## src/rtl/tlc_lamp_monitor_if.sv

```systemverilog
// Lamp bus between the traffic light controller (master) and its observers (slave).
interface tlc_lamp_monitor_if;
  logic red;
  logic yellow;
  logic green;
  logic pass;

  modport master (output red, output yellow, output green, output pass);
  modport slave  (input  red, input  yellow, input  green, input  pass);
endinterface

```

## src/rtl/tlc_lamp_monitor.sv

```systemverilog
// Passive lamp monitor: decodes R/Y/G/pass into phases, checks legality and dwell, latches faults.
// Build option: define TLC_MON_DWELL_CHECK_EN to enable the dwell-short/dwell-long fault checks.
module tlc_lamp_monitor #(
  parameter int unsigned DWELL_W   = 8,
  parameter int unsigned MIN_DWELL = 2,
  parameter int unsigned MAX_DWELL = 64
) (
  input  logic                   clk,
  input  logic                   reset_n,
  tlc_lamp_monitor_if.slave      lamps,
  input  logic                   clear_fault,
  output logic [1:0]             phase,
  output logic                   phase_valid,
  output logic                   phase_change,
  output logic [DWELL_W-1:0]     dwell,
  output logic                   fault,
  output logic [2:0]             fault_code,
  output logic [7:0]             fault_count
);

`ifdef TLC_MON_DWELL_CHECK_EN
  localparam bit DWELL_CHECK_EN = 1'b1;
`else
  localparam bit DWELL_CHECK_EN = 1'b0;
`endif

  localparam logic [DWELL_W-1:0] MIN_D = DWELL_W'(MIN_DWELL);
  localparam logic [DWELL_W-1:0] MAX_D = DWELL_W'(MAX_DWELL);

  typedef enum logic [1:0] {SYNC, TRACK, FAULT} state_t;
  typedef enum logic [1:0] {PH_R = 2'b00, PH_RY = 2'b01, PH_G = 2'b10, PH_GY = 2'b11} phase_t;
  typedef enum logic [2:0] {
    FC_NONE = 3'd0, FC_PATTERN = 3'd1, FC_TRANSITION = 3'd2, FC_SHORT = 3'd3, FC_LONG = 3'd4
  } fcode_t;

  logic s_red_q, s_yellow_q, s_green_q, s_pass_q;

  state_t               state_q, state_d;
  phase_t               phase_q, phase_d;
  logic                 phase_valid_q, phase_valid_d;
  logic                 phase_change_q, phase_change_d;
  logic [DWELL_W-1:0]   dwell_q, dwell_d;
  logic                 fault_q, fault_d;
  fcode_t               fault_code_q, fault_code_d;
  logic [7:0]           fault_count_q, fault_count_d;

  logic                 pat_legal;
  phase_t               pat_phase;
  logic [1:0]           seq_next;
  logic                 is_hold, legal_tr, dwell_short, dwell_long;
  logic [DWELL_W-1:0]   dwell_inc;

  // Anything outside the four lamp codes, X/Z included, falls to default.
  always_comb begin
    pat_legal = 1'b1;
    pat_phase = PH_R;
    case ({s_red_q, s_yellow_q, s_green_q})
      3'b100:  pat_phase = PH_R;
      3'b110:  pat_phase = PH_RY;
      3'b001:  pat_phase = PH_G;
      3'b011:  pat_phase = PH_GY;
      default: pat_legal = 1'b0;
    endcase
  end

  // The normal cycle R->RY->G->GY->R is simply phase+1 modulo 4.
  always_comb begin
    seq_next    = phase_q + 2'd1;
    is_hold     = (pat_phase == phase_q);
    legal_tr    = is_hold || (pat_phase == phase_t'(seq_next)) || (s_pass_q && (pat_phase == PH_G));
    dwell_inc   = (dwell_q == '1) ? dwell_q : dwell_q + 1'b1;
    dwell_short = DWELL_CHECK_EN && !is_hold && !s_pass_q && (dwell_q < MIN_D);
    dwell_long  = DWELL_CHECK_EN && is_hold && (dwell_inc == MAX_D);
  end

  always_comb begin
    state_d        = state_q;
    phase_d        = phase_q;
    phase_change_d = 1'b0;
    dwell_d        = dwell_q;
    fault_d        = fault_q;
    fault_code_d   = fault_code_q;
    fault_count_d  = fault_count_q;

    case (state_q)
      SYNC: begin
        if (pat_legal) begin
          state_d = TRACK;
          phase_d = pat_phase;
          dwell_d = DWELL_W'(1);
        end
      end
      TRACK: begin
        if (!pat_legal)        fault_code_d = FC_PATTERN;
        else if (!legal_tr)    fault_code_d = FC_TRANSITION;
        else if (dwell_short)  fault_code_d = FC_SHORT;
        else if (is_hold) begin
          dwell_d = dwell_inc;
          if (dwell_long) fault_code_d = FC_LONG;
        end else begin
          phase_d        = pat_phase;
          dwell_d        = DWELL_W'(1);
          phase_change_d = 1'b1;
        end
        if (fault_code_d != FC_NONE) begin
          state_d       = FAULT;
          fault_d       = 1'b1;
          fault_count_d = (fault_count_q == 8'hFF) ? fault_count_q : fault_count_q + 8'd1;
        end
      end
      FAULT: begin
        if (clear_fault) begin
          state_d      = SYNC;
          fault_d      = 1'b0;
          fault_code_d = FC_NONE;
        end
      end
      default: state_d = SYNC;
    endcase

    phase_valid_d = (state_d == TRACK);
  end

  always_ff @(posedge clk or negedge reset_n) begin
    if (!reset_n) begin
      s_red_q        <= 1'b0;
      s_yellow_q     <= 1'b0;
      s_green_q      <= 1'b0;
      s_pass_q       <= 1'b0;
      state_q        <= SYNC;
      phase_q        <= PH_R;
      phase_valid_q  <= 1'b0;
      phase_change_q <= 1'b0;
      dwell_q        <= '0;
      fault_q        <= 1'b0;
      fault_code_q   <= FC_NONE;
      fault_count_q  <= '0;
    end else begin
      s_red_q        <= lamps.red;
      s_yellow_q     <= lamps.yellow;
      s_green_q      <= lamps.green;
      s_pass_q       <= lamps.pass;
      state_q        <= state_d;
      phase_q        <= phase_d;
      phase_valid_q  <= phase_valid_d;
      phase_change_q <= phase_change_d;
      dwell_q        <= dwell_d;
      fault_q        <= fault_d;
      fault_code_q   <= fault_code_d;
      fault_count_q  <= fault_count_d;
    end
  end

  assign phase        = phase_q;
  assign phase_valid  = phase_valid_q;
  assign phase_change = phase_change_q;
  assign dwell        = dwell_q;
  assign fault        = fault_q;
  assign fault_code   = fault_code_q;
  assign fault_count  = fault_count_q;

endmodule
```

## src/flat_wrapper.sv

```systemverilog
// flat-port wrapper written by rule: the top's interface ports become plain ports
module tlc_lamp_monitor_flat 
#(
  parameter int unsigned DWELL_W   = 8,
  parameter int unsigned MIN_DWELL = 2,
  parameter int unsigned MAX_DWELL = 64
)
  (clk, reset_n, clear_fault, phase, phase_valid, phase_change, dwell, fault, fault_code, fault_count, lamps_red, lamps_yellow, lamps_green, lamps_pass);
  tlc_lamp_monitor_if lamps_i ();
  input  logic clk;
  input  logic reset_n;
  input  logic clear_fault;
  output logic [1:0] phase;
  output logic phase_valid;
  output logic phase_change;
  output logic [DWELL_W-1:0] dwell;
  output logic fault;
  output logic [2:0] fault_code;
  output logic [7:0] fault_count;
  input wire logic [$bits(lamps_i.red)-1:0] lamps_red;
  input wire logic [$bits(lamps_i.yellow)-1:0] lamps_yellow;
  input wire logic [$bits(lamps_i.green)-1:0] lamps_green;
  input wire logic [$bits(lamps_i.pass)-1:0] lamps_pass;
  assign lamps_i.red = lamps_red;
  assign lamps_i.yellow = lamps_yellow;
  assign lamps_i.green = lamps_green;
  assign lamps_i.pass = lamps_pass;
  tlc_lamp_monitor #(.DWELL_W(DWELL_W), .MIN_DWELL(MIN_DWELL), .MAX_DWELL(MAX_DWELL)) u_core (.clk(clk), .reset_n(reset_n), .lamps(lamps_i), .clear_fault(clear_fault), .phase(phase), .phase_valid(phase_valid), .phase_change(phase_change), .dwell(dwell), .fault(fault), .fault_code(fault_code), .fault_count(fault_count));
endmodule
```

## config.mk

```make
export PLATFORM = sky130hd
export DESIGN_NAME = tlc_lamp_monitor_flat
export DESIGN_NICKNAME = d
export VERILOG_FILES = /design/src/rtl/tlc_lamp_monitor_if.sv /design/src/rtl/tlc_lamp_monitor.sv /design/src/flat_wrapper.sv
export SDC_FILE = /design/constraint.sdc
export NUM_CORES = 1
export LEC_CHECK = 0
export ABC_AREA = 1
export BUFFER_PORTS_ARGS = -buffer_cell sky130_fd_sc_hd__buf_2
export CAP_MARGIN = 5
export CORE_UTILIZATION = 25
export CTS_CLUSTER_SIZE = 28
export DETAILED_ROUTE_END_ITERATION = 10
export GPL_ROUTABILITY_DRIVEN = 0
export GPL_TIMING_DRIVEN = 0
export PLACE_DENSITY = 0.45
export SETUP_SLACK_MARGIN = 0.15
export SLEW_MARGIN = 40
export SYNTH_ARGS = -nofsm -noshare
export SYNTH_HDL_FRONTEND = slang
export SYNTH_SLANG_ARGS = --single-unit
```

## constraint.sdc

```tcl
create_clock -name clk -period 1.4 [get_ports clk]
set_input_delay 0.14 -clock clk [delete_from_list [all_inputs] [get_ports clk]]
set_output_delay 0.14 -clock clk [all_outputs]
set_load 0.1 [all_outputs]
```

# After elaboration in Yosys (flattened, before gate mapping)

Cells that the tools add are included.

Add/subtract/negate cells: 3
Equal/unequal tests: 19
Multiplexer cells: 29
Bitwise operators: 1
Reduce and logical (&&, ||, !) cells: 13

Operator list:

| kind                                                                  | count |
|---|---|
| 8-bit 2-to-1 mux                                                      | 5 |
| 8-bit by 1-bit adder with 8-bit output, second input constant         | 2 |
| 8-bit equality test, second input constant                            | 2 |
| 8-bit case mux with 2 select lines                                    | 1 |
| 2-bit 2-to-1 mux                                                      | 7 |
| 3-bit 2-to-1 mux                                                      | 4 |
| 2-bit case mux with 3 select lines                                    | 2 |
| 5-bit AND reduction                                                   | 2 |
| 2-bit by 1-bit != test with 1-bit output, second input constant       | 4 |
| 1-bit 2-to-1 mux                                                      | 7 |
| 3-bit equality test, second input constant                            | 2 |
| 3-bit case mux with 2 select lines                                    | 1 |
| 3-bit AND reduction                                                   | 2 |
| 2-bit by 1-bit equality test with 1-bit output, second input constant | 2 |
| 2-bit equality test                                                   | 2 |
| 2-bit equality test, second input constant                            | 2 |
| 2-bit != test, second input constant                                  | 2 |
| 2-bit case mux with 2 select lines                                    | 1 |
| 2-bit nonzero test                                                    | 2 |
| 4-bit OR reduction                                                    | 1 |
| 3-bit by 1-bit equality test with 1-bit output, second input constant | 1 |
| 3-bit by 2-bit equality test with 1-bit output, second input constant | 1 |
| 3-bit != test, second input constant                                  | 1 |
| 3-bit nonzero test                                                    | 1 |
| other kinds (7)                                                       | 8 |

Register bits: 30
Input bits: 7
Output and inout bits: 24
Logic and storage cells: 77

# Longest topological paths before layout

Gate-level depths: netlist (run 1).

Word-level depth: 12
Gate-level depth with buffers: 13
Depth with buffers taken out: 12

# Worst setup path before layout (run 1)

OpenSTA, ideal clock, no wires.

Path type: reg-to-reg
Start: register u_core.dwell_q[0], in the netlist u_core.dwell[0]
End: register u_core.dwell_q[5], in the netlist u_core.dwell[5]
Library setup time: 0.074 ns
Arrival: 2.182 ns
Required time: 1.326 ns
Setup slack: -0.856 ns
Stages on the path, launching flop included: 11
Path buffers: 1
Period minus slack after synthesis: 2.256 ns
Cells stage by stage: dfrtp_1 -> ha_1 -> nand2_1 -> nor2_1 -> nand3_1 -> nor2_1 -> nand2_2 -> nand2_4 -> buf_8 -> nand2_2 -> o21ai_2

Longest elaborated chain between the ends: 6
Elaborated cells between the ends (all ways): 9
Those cells by class: 1 x add/sub; 2 x eq/ne; 5 x mux; 1 x reduce/logical

Ends and longest elaborated chain:

| what                                   | line                    | text |
|---|---|---|
| start: declaration                     | tlc_lamp_monitor.sv:42  | `logic [DWELL_W-1:0] dwell_q, dwell_d;` |
| start signal: assignment               | tlc_lamp_monitor.sv:147 | `dwell_q <= dwell_d;` |
| 8-bit by 1-bit adder with 8-bit output | tlc_lamp_monitor.sv:71  | `dwell_inc = (dwell_q == '1) ? dwell_q : dwell_q + 1'b1;` |
| 8-bit 2-to-1 mux                       | tlc_lamp_monitor.sv:71  |  |
| 8-bit 2-to-1 mux                       | tlc_lamp_monitor.sv:97  | `else if (is_hold) begin` |
| 8-bit 2-to-1 mux                       | tlc_lamp_monitor.sv:95  | `else if (!legal_tr) fault_code_d = FC_TRANSITION;` |
| 8-bit 2-to-1 mux                       | tlc_lamp_monitor.sv:94  | `if (!pat_legal) fault_code_d = FC_PATTERN;` |
| 8-bit case mux with 2 select lines     | tlc_lamp_monitor.sv:85  | `case (state_q)` |

Several ways; a longest one is shown, not always the timed one. The select of a mux whose other input is x is not followed.
A chain may end at the register's enable or synchronous reset.

# Worst setup path in the final report (run 1)

Start: register u_core.s_green_q
End: register u_core.fault_count_q[4], in the netlist u_core.fault_count[4]

Longest elaborated chain between the ends: 10
Elaborated cells between the ends (all ways): 18
Those cells by class: 7 x eq/ne; 5 x mux; 6 x reduce/logical

Ends and longest elaborated chain:

| what                                                                   | line                                           | text |
|---|---|---|
| start: declaration                                                     | tlc_lamp_monitor.sv:36                         | `logic s_red_q, s_yellow_q, s_green_q, s_pass_q;` |
| start signal: assignment                                               | tlc_lamp_monitor.sv:141                        | `s_green_q <= lamps.green;` |
| 3-bit by 2-bit equality test with 1-bit output (tied with other cells) | tlc_lamp_monitor.sv:57                         | `case ({s_red_q, s_yellow_q, s_green_q})` |
| 2-bit case mux with 3 select lines                                     | tlc_lamp_monitor.sv:57                         |  |
| 2-bit equality test, on equally long branches                          | tlc_lamp_monitor.sv:69, tlc_lamp_monitor.sv:70 |  |
| 1-bit logical OR / 1-bit logical AND (equally long branches)           | tlc_lamp_monitor.sv:70                         | `legal_tr = is_hold \|\| (pat_phase == phase_t'(seq_next)) \|\| (s_pass_q && (pat_phase == PH_G));` |
| 1-bit logical OR                                                       | tlc_lamp_monitor.sv:70                         |  |
| 3-bit 2-to-1 mux                                                       | tlc_lamp_monitor.sv:95                         |  |
| 3-bit 2-to-1 mux *                                                     | tlc_lamp_monitor.sv:94                         |  |
| 3-bit 2-to-1 mux *                                                     | tlc_lamp_monitor.sv:85                         |  |
| 3-bit nonzero test *                                                   | tlc_lamp_monitor.sv:105                        | `if (fault_code_d != FC_NONE) begin` |
| 3-bit AND reduction (no source line) *                                 | -                                              |  |
| end signal: assignment                                                 | tlc_lamp_monitor.sv:150                        | `fault_count_q <= fault_count_d;` |
| end: declaration                                                       | tlc_lamp_monitor.sv:45                         | `logic [7:0] fault_count_q, fault_count_d;` |

Mark *: on every way between the ends. The rest lies on a longest branch, timed or not. The select of a mux whose other input is x is not followed.

==> results.json, run 1 <==
{
  "yosysMostFrequentCell": "sky130_fd_sc_hd__nand2_1",
  "max_slew_margin_pct": 67.2,
  "yosys.area_share.xor_xnor_pct": 4.83,
  "worst_pin_slew_ns": 0.495,
  "grt_pass1_wl_um": 7190,
  "ioPinCount": 31,
  "fmax_mhz": 579,
  "post_synth_num_cell_types": 27,
  "die_width_um": 82.8,
  "report.final.setup_viol": 25,
  "grt_overflow_total": 0,
  "drt-initial-drc-count": 30,
  "clock_tree.buffer_depth": 2,
  "fin_area_mm2": 0.00259,
  "start_util_pct": 25.9,
  "setup.worst_path.class": "reg2reg",
  "clock-root-buffer": "sky130_fd_sc_hd__clkbuf_8",
  "setup-tns-final_ns": -6.56,
  "layout-area-overhead-vs-synth_pct": 58.7,
  "tritoncts": "yes",
  "antenna_found_initial": 0,
  "die_h_um": 82.8,
  "worstSkewPairLatency_ns": 0.28,
  "cts_inserted_buffers": 5,
  "hp-class": "in2reg",
  "cp_slowest_stage_delay_ns": 0.46,
  "wl_per_cell_um": 12.2,
  "synth_register_bits": 30,
  "finalHoldViolations": 0,
  "routed_via_density": 4.45,
  "power_per_cell_area_mw_per_mm2": 2110,
  "synth_enable_flop_cells": 0,
  "main_combinational_cell_family_by_area_after_synthesis": "simple AND/OR/NAND/NOR gates",
  "grt_setup_unrepaired": "true",
  "muxShareOfSynthArea_pct": 0,
  "nNetsFinal": 276,
  "clkPwrFrac_pct": 13.3,
  "cts_htree_levels": 2,
  "worst_ir_drop_vdd_mv": 0.890,
  "power.sequential.fraction_pct": 25.1,
  "synthesis.area_per_instance_um2": 8.04,
  "drt.antenna.violating_nets": 0,
  "maximum_number_of_pins_on_one_net_before_global_route_repair": 31,
  "timing.final.crit_share_pct": 123,
  "final_layout_size_suffix_gt1_share_pct": 55.2,
  "cp_max_fo": 6,
  "portBuffers": 30,
  "worst_setup_path_end_kind": "flop",
  "row_count": 29,
  "critPathSlowestCell": "sky130_fd_sc_hd__dfrtp_2",
  "drtPass1Iterations": 4,
  "core-area_mm2": 0.00631,
  "power.internal_mw": 2.61,
  "fraction_of_the_mapped_netlist_area_in_compound_gates_pct": 7.13,
  "combPwrFrac_pct": 61.6,
  "synth.yosys.warnings": 0,
  "run_status": "complete, but fails checks",
  "syn_inst": 203,
  "n_antenna_cell": 0,
  "grt_pass1_vias": 1542,
  "vias": 1535,
  "grt_usage_pct": 13.0,
  "post_synth_main_area_contributors": "sky130_fd_sc_hd__dfrtp_1 46%, sky130_fd_sc_hd__nand2_1 13%, sky130_fd_sc_hd__nand3_1 6.4%",
  "post_synth_fa_ha_maj_area_fraction_pct": 1.53,
  "netlist_top_cells_count": "57 x sky130_fd_sc_hd__nand2_1, 30 x sky130_fd_sc_hd__dfrtp_1, 23 x sky130_fd_sc_hd__inv_1, 21 x sky130_fd_sc_hd__nand3_1, 14 x sky130_fd_sc_hd__nor2_1",
  "required_ns": 1.57,
  "worst_setup_hold_path_clk_slew_ns": 0.07,
  "worstPathCellList": "inv_2 > nand3_1 > nand3_2 > nand2_2 > nand3_4 > nand4_1 > inv_1 > nand2_2 > buf_6 > nand3_1 > nand2_1",
  "timing.critical_path.from_type": "flop",
  "detailedPlacementHpwl_um": 2660,
  "async_flop_share_pct": 100,
  "maxCapViolations": 0,
  "synth.net_count": 212,
  "drt-total-wl_um": 4210,
  "final.setup_skew_ns": 0.00690,
  "post-route-drc-count": 0,
  "top_cell_type_s_share_of_synthesized_area_pct": 46.0,
  "predominant_post_synthesis_flop_cell": "sky130_fd_sc_hd__dfrtp_1",
  "synth-seq-area-share_pct": 46.0,
  "leakagePower_nw": 1.18,
  "crit_arrival_ns": 1.89,
  "synth_area_leader_cell": "sky130_fd_sc_hd__dfrtp_1",
  "setup_slack_ns": -0.326,
  "fp.dieArea_mm2": 0.00686,
  "clock_sinks": 30,
  "power_switching_mw": 2.87,
  "power_after_layout_mw": 5.48,
  "fin_crit_ns": 1.73,
  "synth_cell_area_mm2": 0.00163,
  "drv_slew": 0,
  "detailed_place.area_mm2": 0.00200,
  "synth_simple_gate_area_share_pct": 32.7,
  "failed_checks": "negative setup slack",
  "switching_share_pct": 52.3
}
[metal layers]
| metal | up-vias | GRT usage, % | share of wire (%) |
|---|---|---|---|
| li1 | 777 | - | - |
| met1 | 726 | 15.3 | 43 |
| met2 | 24 | 22.2 | 50 |
| met3 | 8 | 3.98 | 5.0 |
| met4 | 0 | 4.70 | 1.3 |
| met5 | - | 0 | 0 |
[placed cells by master, fill, tap and decap left out, types with 6 or more instances in the layout]
cell	netlist	final
sky130_fd_sc_hd__buf_4	0	31
sky130_fd_sc_hd__nand3_2	1	11
sky130_fd_sc_hd__dfrtp_1	30	8
sky130_fd_sc_hd__nand2_4	1	7
sky130_fd_sc_hd__dfrtp_4	0	8
sky130_fd_sc_hd__inv_1	23	19
sky130_fd_sc_hd__dfrtp_2	0	14
sky130_fd_sc_hd__nor2_1	14	11
sky130_fd_sc_hd__clkbuf_8	0	6
sky130_fd_sc_hd__xor2_1	6	6
sky130_fd_sc_hd__buf_6	1	7
sky130_fd_sc_hd__nand3_1	21	10
sky130_fd_sc_hd__nand2_1	57	45
sky130_fd_sc_hd__buf_2	0	11
sky130_fd_sc_hd__o21ai_2	3	10
sky130_fd_sc_hd__nand2_2	5	11
[power groups by stage]
| stage | registers [mW] | clock network, mW | logic [mW] |
|---|---|---|---|
| 2_1_floorplan | 2.55 | 0 | 0.934 |
| 3_3_place_gp | 1.40 | 0 | 2.55 |
| 3_5_place_dp | 1.39 | 0 | 2.57 |
| 4_1_cts | 1.37 | 0.768 | 3.19 |
| 5_1_grt | 1.42 | 0.798 | 3.59 |
| 6_report | 1.38 | 0.728 | 3.37 |
[flip-flops by register name (all words and copies together) (netlist names)]
name	cells
u_core.phase_change	1
u_core.state_q	2
u_core.phase_valid	1
u_core.s_red_q	1
u_core.fault	1
u_core.s_green_q	1
u_core.dwell	8
u_core.fault_code	3
u_core.phase	2
u_core.fault_count	8
u_core.s_yellow_q	1
u_core.s_pass_q	1
[area by class of cell]
| class | count | area [um2] |
|---|---|---|
| inverter | 27 | 113 |
| fill | 657 | 3720 |
| tap | 77 | 96.3 |
| multi-input combinational | 144 | 986 |
| sequential | 30 | 798 |
| clock buffer | 7 | 86.3 |
| clock inverter | 1 | 5.00 |
| buffer | 2 | 26.3 |
| timing repair buffer | 57 | 480 |
[what timing repair did]
action / in CTS / in global routing
gates cloned: 2 / 0
endpoints found under the hold margin: 34 / 0
endpoints found under the setup margin: 43 / 27
setup buffers: 16 / 5
hold buffers: 5 / 0
resized for setup: 48 / 23
pin swaps: 17 / 7
[worst max-delay path: cells and delay by family (launching register included)]
kind | cells | cell delay, ns
buffers and inverters | 3 | 0.36
DFF | 1 | 0.46
and+or+nand+nor | 8 | 0.79
[kinds of logic after synthesis]
family | after synthesis
compound gates | 20
fa+ha+maj | 2
simple gates | 113
flops | 30
buf+inv | 29
xor+xnor | 9
[worst paths after layout]
path,slack [ns],startpoint,endpoint,cells after the start
min reg2reg,0.49,u_core.fault$_DFFE_PN0P_,u_core.fault$_DFFE_PN0P_,2
max reg2reg,-0.33,u_core.s_green_q$_DFF_PN0_,u_core.fault_count[4]$_DFFE_PN0P_,11
min in group asynchronous,0.33,reset_n,u_core.dwell[4]$_DFFE_PN0P_,2
min,0.04,clear_fault,u_core.state_q[1]$_DFF_PN0_,2
max,-0.33,u_core.s_green_q$_DFF_PN0_,u_core.fault_count[4]$_DFFE_PN0P_,11
max in group asynchronous,0.73,reset_n,u_core.dwell[0]$_DFFE_PN0P_,2
[through the flow]
stage               util, %  hold slack, ns  instances  worst slack, ns
floorplan                 -          -0.156        203           -0.290
global placement       31.6           0.249        310           -0.525
detailed placement     31.6           0.250        310           -0.493
CTS                    39.4          0.0308        341           -0.322
global route           41.0          0.0441        345           -0.484
finish                 41.0          0.0400        345           -0.326
No activity file was read; power rests on OpenSTA's default activity.
==> run 2: changes to the inputs <==
--- a/config.mk
+++ b/config.mk
@@ -7,7 +7,8 @@
 export LEC_CHECK = 0
 export ABC_AREA = 1
 export BUFFER_PORTS_ARGS = -buffer_cell sky130_fd_sc_hd__buf_2
-export CAP_MARGIN = 5
+export CAP_MARGIN = 40
+export CORE_ASPECT_RATIO = 2
 export CORE_UTILIZATION = 25
 export CTS_CLUSTER_SIZE = 28
 export DETAILED_ROUTE_END_ITERATION = 10
==> run 2 against run 1 <==
The run still ends with negative setup slack left. Sequential power about the same. Fmax up 1.6%. First-iteration DRC count up 40%. Combinational power down 7.1%. Sequential share of layout area up 0.35 points. Highest routed layer unchanged.
==> results.json, run 2 (same netlist as run 1, synthesis figures left out) <==
{
  "power_after_layout_mw": 5.59,
  "final_layout_size_suffix_gt1_share_pct": 48.9,
  "path_delay_family": "simple AND/OR/NAND/NOR gates",
  "tritoncts": "yes",
  "dpl.cell_count": 319,
  "worst_setup_hold_path_clk_slew_ns": 0.05,
  "cp_slowest_stage_delay_ns": 0.50,
  "clock_sinks": 30,
  "clock-root-buffer": "sky130_fd_sc_hd__clkbuf_16",
  "die_h_um": 116,
  "clock_tree.buffer_depth": 2,
  "routed_via_density": 4.41,
  "antenna_found_initial": 0,
  "drt.antenna.violating_nets": 0,
  "min_from": "clear_fault",
  "worstSkewPairLatency_ns": 0.27,
  "setup.worst_path.class": "reg2reg",
  "cts_inserted_buffers": 5,
  "required_ns": 1.61,
  "core-area_mm2": 0.00631,
  "crit_top_cell": "sky130_fd_sc_hd__nand2_1",
  "cp_max_fo": 8,
  "timing.reg2reg.setup_slack_ns": -0.30,
  "timing.final.crit_share_pct": 121,
  "detailedPlacementHpwl_um": 3010,
  "vias": 1560,
  "n_antenna_cell": 0,
  "fp.dieArea_mm2": 0.00688,
  "grt_setup_unrepaired": "true",
  "grt_pass1_wl_um": 7620,
  "detailed_place.area_mm2": 0.00201,
  "die_width_um": 59.1,
  "worstHoldPathCells": 2,
  "hold-worst-slack_ns": 0.0635,
  "maxCapViolations": 0,
  "final.setup_skew_ns": 0.00381,
  "nNetsFinal": 276,
  "worst_ir_drop_vdd_mv": 1.93,
  "wl_per_cell_um": 12.8,
  "worst_pin_slew_ns": 0.494,
  "failed_checks": "negative setup slack",
  "worstPathCellList": "inv_2 > nand3_2 > nand2_1 > nand3_2 > nand3_4 > nand4_1 > buf_4 > o21ai_4 > nand2_1 > nand2_1",
  "fin_area_mm2": 0.00256,
  "worst_setup_path_end_kind": "flop",
  "drtPass1Iterations": 4,
  "fmax_mhz": 588,
  "fin_crit_ns": 1.70,
  "grt_pass1_vias": 1610,
  "critPathSlowestCell": "sky130_fd_sc_hd__dfrtp_4",
  "ioPinCount": 31,
  "launch_point_of_the_worst_reg_to_reg_path": "u_core.phase[1]$_DFFE_PN0P_",
  "layout_common_cells": "49 x sky130_fd_sc_hd__nand2_1, 31 x sky130_fd_sc_hd__buf_4, 19 x sky130_fd_sc_hd__inv_1",
  "run_status": "complete, but fails checks",
  "layout-area-overhead-vs-synth_pct": 56.9,
  "max_slew_margin_pct": 67.3,
  "cts_htree_levels": 2,
  "hp-class": "in2reg",
  "drt-initial-drc-count": 42,
  "row_count": 41,
  "maximum_number_of_pins_on_one_net_before_global_route_repair": 31,
  "drv_slew": 0,
  "report.final.setup_viol": 26,
  "grt_overflow_total": 0,
  "drt-total-wl_um": 4530,
  "leakagePower_nw": 1.18,
  "stdcell_count": 354,
  "start_util_pct": 25.9,
  "worst_r2r_endpoint": "u_core.fault_count[5]$_DFFE_PN0P_",
  "layout_commonest_cell": "sky130_fd_sc_hd__nand2_1",
  "grt_usage_pct": 14.9,
  "nFillCells": 663,
  "worstHoldEndpoint": "u_core.state_q[1]$_DFF_PN0_",
  "crit_arrival_ns": 1.91,
  "timing.critical_path.from_type": "flop",
  "portBuffers": 30,
  "power_per_cell_area_mw_per_mm2": 2180,
  "finalHoldViolations": 0,
  "setup_slack_ns": -0.299,
  "post-route-drc-count": 0,
  "critPathBufInv": 2,
  "ff2ff_path_depth": 10
}
run 2: worst max-delay path by stage:
stage / cells past startpoint / endpoint / from
after global routing: 10 / u_core.fault_count[5]$_DFFE_PN0P_ / u_core.s_red_q$_DFF_PN0_
after CTS: 10 / u_core.fault_count[6]$_DFFE_PN0P_ / u_core.s_green_q$_DFF_PN0_
after floorplan: 10 / u_core.dwell[5]$_DFFE_PN0P_ / u_core.dwell[0]$_DFFE_PN0P_
final: 10 / u_core.fault_count[5]$_DFFE_PN0P_ / u_core.phase[1]$_DFFE_PN0P_
after global placement: 7 / u_core.fault_count[5]$_DFFE_PN0P_ / u_core.state_q[0]$_DFF_PN0_
after detailed placement: 7 / u_core.fault_count[7]$_DFFE_PN0P_ / u_core.state_q[0]$_DFF_PN0_
run 2: final cells by class:
type                    instances  area (um2)  share of cell area [%]
multi-input cells             144         911                    35.5
flip-flops and latches         30         798                    31.2
repair buffers                 57         460                    18.0
clock buffers                   8         146                    5.71
inverters                      27         113                    4.39
well taps                      86         108                    4.20
plain buffers                   2        26.3                    1.03
run 2: per-layer routing:
metal | up-vias | routed length (um) | share of wire [%] | GRT usage, %
met1 | 751 | 1650 | 36 | 15.0
met2 | 28 | 2630 | 58 | 29.0
met5 | - | 0 | 0 | 0
met4 | 0 | 118 | 2.6 | 5.71
li1 | 772 | - | - | -
met3 | 9 | 138 | 3.0 | 2.55
run 2: repair_timing:
action                                 in CTS  in global routing
setup endpoints to repair                  41                 28
cloned                                      1                  1
endpoints found under the hold margin      34                  0
hold buffers                                5                  0
buffers inserted                           13                  6
pin swaps                                   4                 13
resized for setup                          24                 24
run 2: metrics by stage:
| stage | worst slack, ns | setup TNS, ns | utilization [%] |
|---|---|---|---|
| after floorplan | -0.290 | -5.10 | - |
| after global placement | -0.557 | -9.34 | 31.8 |
| after detailed placement | -0.545 | -9.03 | 31.8 |
| after CTS | -0.305 | -6.00 | 37.8 |
| after global routing | -0.434 | -8.65 | 40.6 |
| final | -0.299 | -5.67 | 40.6 |
run 2: where the power goes:
group | total, mW | switching (mW) | internal, mW | leakage [nW]
Combinational | 3.13 | 2.19 | 0.936 | 0.753
Clock | 1.08 | 0.370 | 0.708 | 0.0712
Sequential | 1.39 | 0.257 | 1.13 | 0.357
==> run 3: changes to the inputs <==
--- a/config.mk
+++ b/config.mk
@@ -9,12 +9,13 @@
 export BUFFER_PORTS_ARGS = -buffer_cell sky130_fd_sc_hd__buf_2
 export CAP_MARGIN = 40
 export CORE_ASPECT_RATIO = 2
+export CORE_MARGIN = 2
 export CORE_UTILIZATION = 25
 export CTS_CLUSTER_SIZE = 28
 export DETAILED_ROUTE_END_ITERATION = 10
 export GPL_ROUTABILITY_DRIVEN = 0
 export GPL_TIMING_DRIVEN = 0
-export PLACE_DENSITY = 0.45
+export PLACE_DENSITY = 0.42
 export SETUP_SLACK_MARGIN = 0.15
 export SLEW_MARGIN = 40
 export SYNTH_ARGS = -nofsm -noshare
==> run 3 against run 2 <==
The run still ends with negative setup slack left. Wire length grew 5.4%. Clock power shrank 4%. Worst hold slack lost 0.00095 ns. Via count grew 0.64%. Worst setup slack gained 0.00061 ns. Sequential power is essentially flat. Cell count shrank 0.56%. Clock skew grew 0.0042 ns. Global-route usage shrank 0.15 points. Register-to-register slack is essentially flat. Critical path type unchanged. Highest routed layer unchanged.
==> results.json, run 3 (same netlist as run 1, synthesis figures left out) <==
{
  "vias": 1570,
  "nFillCells": 665,
  "wl_per_cell_um": 13.6,
  "run_status": "complete, but fails checks",
  "grt_overflow_total": 0,
  "detailedPlacementHpwl_um": 3010,
  "dpl.cell_count": 319,
  "die_h_um": 118,
  "worstHoldPathCells": 2,
  "final_layout_size_suffix_gt1_share_pct": 57.9,
  "worstHoldEndpoint": "u_core.state_q[1]$_DFF_PN0_",
  "drt-initial-drc-count": 47,
  "maximum_number_of_pins_on_one_net_before_global_route_repair": 31,
  "stdcell_count": 352,
  "hold-worst-slack_ns": 0.0626,
  "failed_checks": "negative setup slack",
  "routed_via_density": 4.46,
  "layout_commonest_cell": "sky130_fd_sc_hd__nand2_1",
  "crit_arrival_ns": 1.86,
  "final.setup_skew_ns": 0.00799,
  "power_per_cell_area_mw_per_mm2": 2170,
  "die_width_um": 61.1,
  "core-area_mm2": 0.00631,
  "maxCapViolations": 0,
  "layout_common_cells": "41 x sky130_fd_sc_hd__nand2_1, 32 x sky130_fd_sc_hd__buf_4, 19 x sky130_fd_sc_hd__inv_1",
  "timing.final.crit_share_pct": 121,
  "finalHoldViolations": 0,
  "clock_tree.buffer_depth": 2,
  "clock-root-buffer": "sky130_fd_sc_hd__clkbuf_16",
  "clock_sinks": 30,
  "grt_pass1_wl_um": 7850,
  "fin_area_mm2": 0.00267,
  "cts_htree_levels": 2,
  "worstSkewPairLatency_ns": 0.28,
  "grt_pass1_vias": 1710,
  "ioPinCount": 31,
  "multi_input_area_mm2": 0.00104,
  "worst_r2r_endpoint": "u_core.dwell[2]$_DFFE_PN0P_",
  "start_util_pct": 25.9,
  "cp_max_fo": 6,
  "setup-tns-final_ns": -5.84,
  "min_from": "clear_fault",
  "required_ns": 1.56,
  "grt_setup_unrepaired": "true",
  "max_slew_margin_pct": 67.4,
  "worst_setup_hold_path_clk_slew_ns": 0.05,
  "post-route-drc-count": 0,
  "dp_slack_ns": -0.600,
  "tritoncts": "yes",
  "layout-area-overhead-vs-synth_pct": 63.5,
  "cts_inserted_buffers": 5,
  "antenna_found_initial": 0,
  "register_area_um2": 798,
  "drt-total-wl_um": 4780,
  "setup.worst_path.class": "reg2reg",
  "fp.dieArea_mm2": 0.00723,
  "portBuffers": 30,
  "worst_setup_path_end_kind": "flop",
  "n_antenna_cell": 0,
  "launch_point_of_the_worst_reg_to_reg_path": "u_core.s_green_q$_DFF_PN0_",
  "drt.antenna.violating_nets": 0,
  "timing.reg2reg.setup_slack_ns": -0.30,
  "grt_usage_pct": 14.7,
  "detailed_place.area_mm2": 0.00201,
  "hp-class": "in2reg",
  "fmax_mhz": 589,
  "ff2ff_path_depth": 13,
  "report.final.setup_viol": 23,
  "nNetsFinal": 274,
  "drv_slew": 0,
  "setup_slack_ns": -0.299,
  "timing.critical_path.from_type": "flop",
  "row_count": 41,
  "fin_crit_ns": 1.70,
  "worst_pin_slew_ns": 0.492,
  "worst_ir_drop_vdd_mv": 1.06,
  "leakagePower_nw": 1.19,
  "drtPass1Iterations": 4
}
## run 3: cell types whose count changed in the layout (fill, tap and decap cells not counted), moves of 4 or more
cell	before	now
sky130_fd_sc_hd__nand3_1	18	7
sky130_fd_sc_hd__nand3_2	2	12
sky130_fd_sc_hd__nand2_1	49	41
sky130_fd_sc_hd__nand2_2	10	14
sky130_fd_sc_hd__nand2_4	4	8
sky130_fd_sc_hd__nor2_1	13	9
sky130_fd_sc_hd__nor2_2	1	5
## run 3: report_power, final
| part | switching (mW) | internal [mW] | leakage [nW] |
|---|---|---|---|
| clock | 0.382 | 0.660 | 0.0652 |
| sequential | 0.260 | 1.13 | 0.357 |
| combinational | 2.34 | 1.01 | 0.767 |
## run 3: final cells by class
type,count,share of cell area (%)
Buffer,2,0.984
Sequential cell,30,29.9
Multi-Input combinational cell,144,38.8
Tap cell,86,4.03
Clock buffer,8,5.11
Inverter,27,4.22
Timing Repair Buffer,55,16.9
## run 3: metal layers
layer | vias to the layer above | GRT usage [%] | routed length (um)
met5 | - | 0 | 0
met4 | 0 | 6.66 | 112
met3 | 7 | 3.28 | 142
met2 | 26 | 27.1 | 2870
met1 | 767 | 14.4 | 1650
li1 | 770 | - | -
## run 3: stage by stage
stage | total power, mW | utilization (%)
after floorplan | 3.48 | -
after global placement | 3.97 | 31.8
after detailed placement | 3.98 | 31.8
after CTS | 5.69 | 40.3
after global routing | 6.09 | 42.3
final | 5.78 | 42.3
## run 3: worst max-delay path by stage
stage                                     start                                end  slack, ns  cells after the start
finish               u_core.s_green_q$_DFF_PN0_        u_core.dwell[2]$_DFFE_PN0P_      -0.30                     13
global route         u_core.s_green_q$_DFF_PN0_  u_core.fault_count[7]$_DFFE_PN0P_      -0.41                     11
CTS                    u_core.s_red_q$_DFF_PN0_        u_core.dwell[3]$_DFFE_PN0P_      -0.32                     13
detailed placement  u_core.state_q[0]$_DFF_PN0_  u_core.fault_count[4]$_DFFE_PN0P_      -0.60                      7
global placement    u_core.state_q[0]$_DFF_PN0_  u_core.fault_count[0]$_DFFE_PN0P_      -0.58                      7
floorplan           u_core.dwell[0]$_DFFE_PN0P_        u_core.dwell[5]$_DFFE_PN0P_      -0.29                     10
## run 3: what timing repair did
item	in CTS	in global routing
buffers inserted	15	4
gates resized for setup	50	28
endpoints found under the setup margin	43	26
hold buffers	5	0
pin swaps	4	20
cloned	2	0
endpoints found under the hold margin	34	0
## run 3: critical path, cell delays in order (launching register included)
cell,delay (ns)
sky130_fd_sc_hd__dfrtp_2,0.44
sky130_fd_sc_hd__inv_4,0.06
sky130_fd_sc_hd__nor2_4,0.14
sky130_fd_sc_hd__nand2_2,0.07
sky130_fd_sc_hd__nand2_2,0.08
sky130_fd_sc_hd__nand2_4,0.07
sky130_fd_sc_hd__nor2_4,0.13
sky130_fd_sc_hd__inv_4,0.07
sky130_fd_sc_hd__nor2_8,0.08
sky130_fd_sc_hd__nand2_2,0.07
sky130_fd_sc_hd__nand2_4,0.10
sky130_fd_sc_hd__buf_12,0.12
sky130_fd_sc_hd__buf_8,0.11
sky130_fd_sc_hd__o21ai_1,0.05
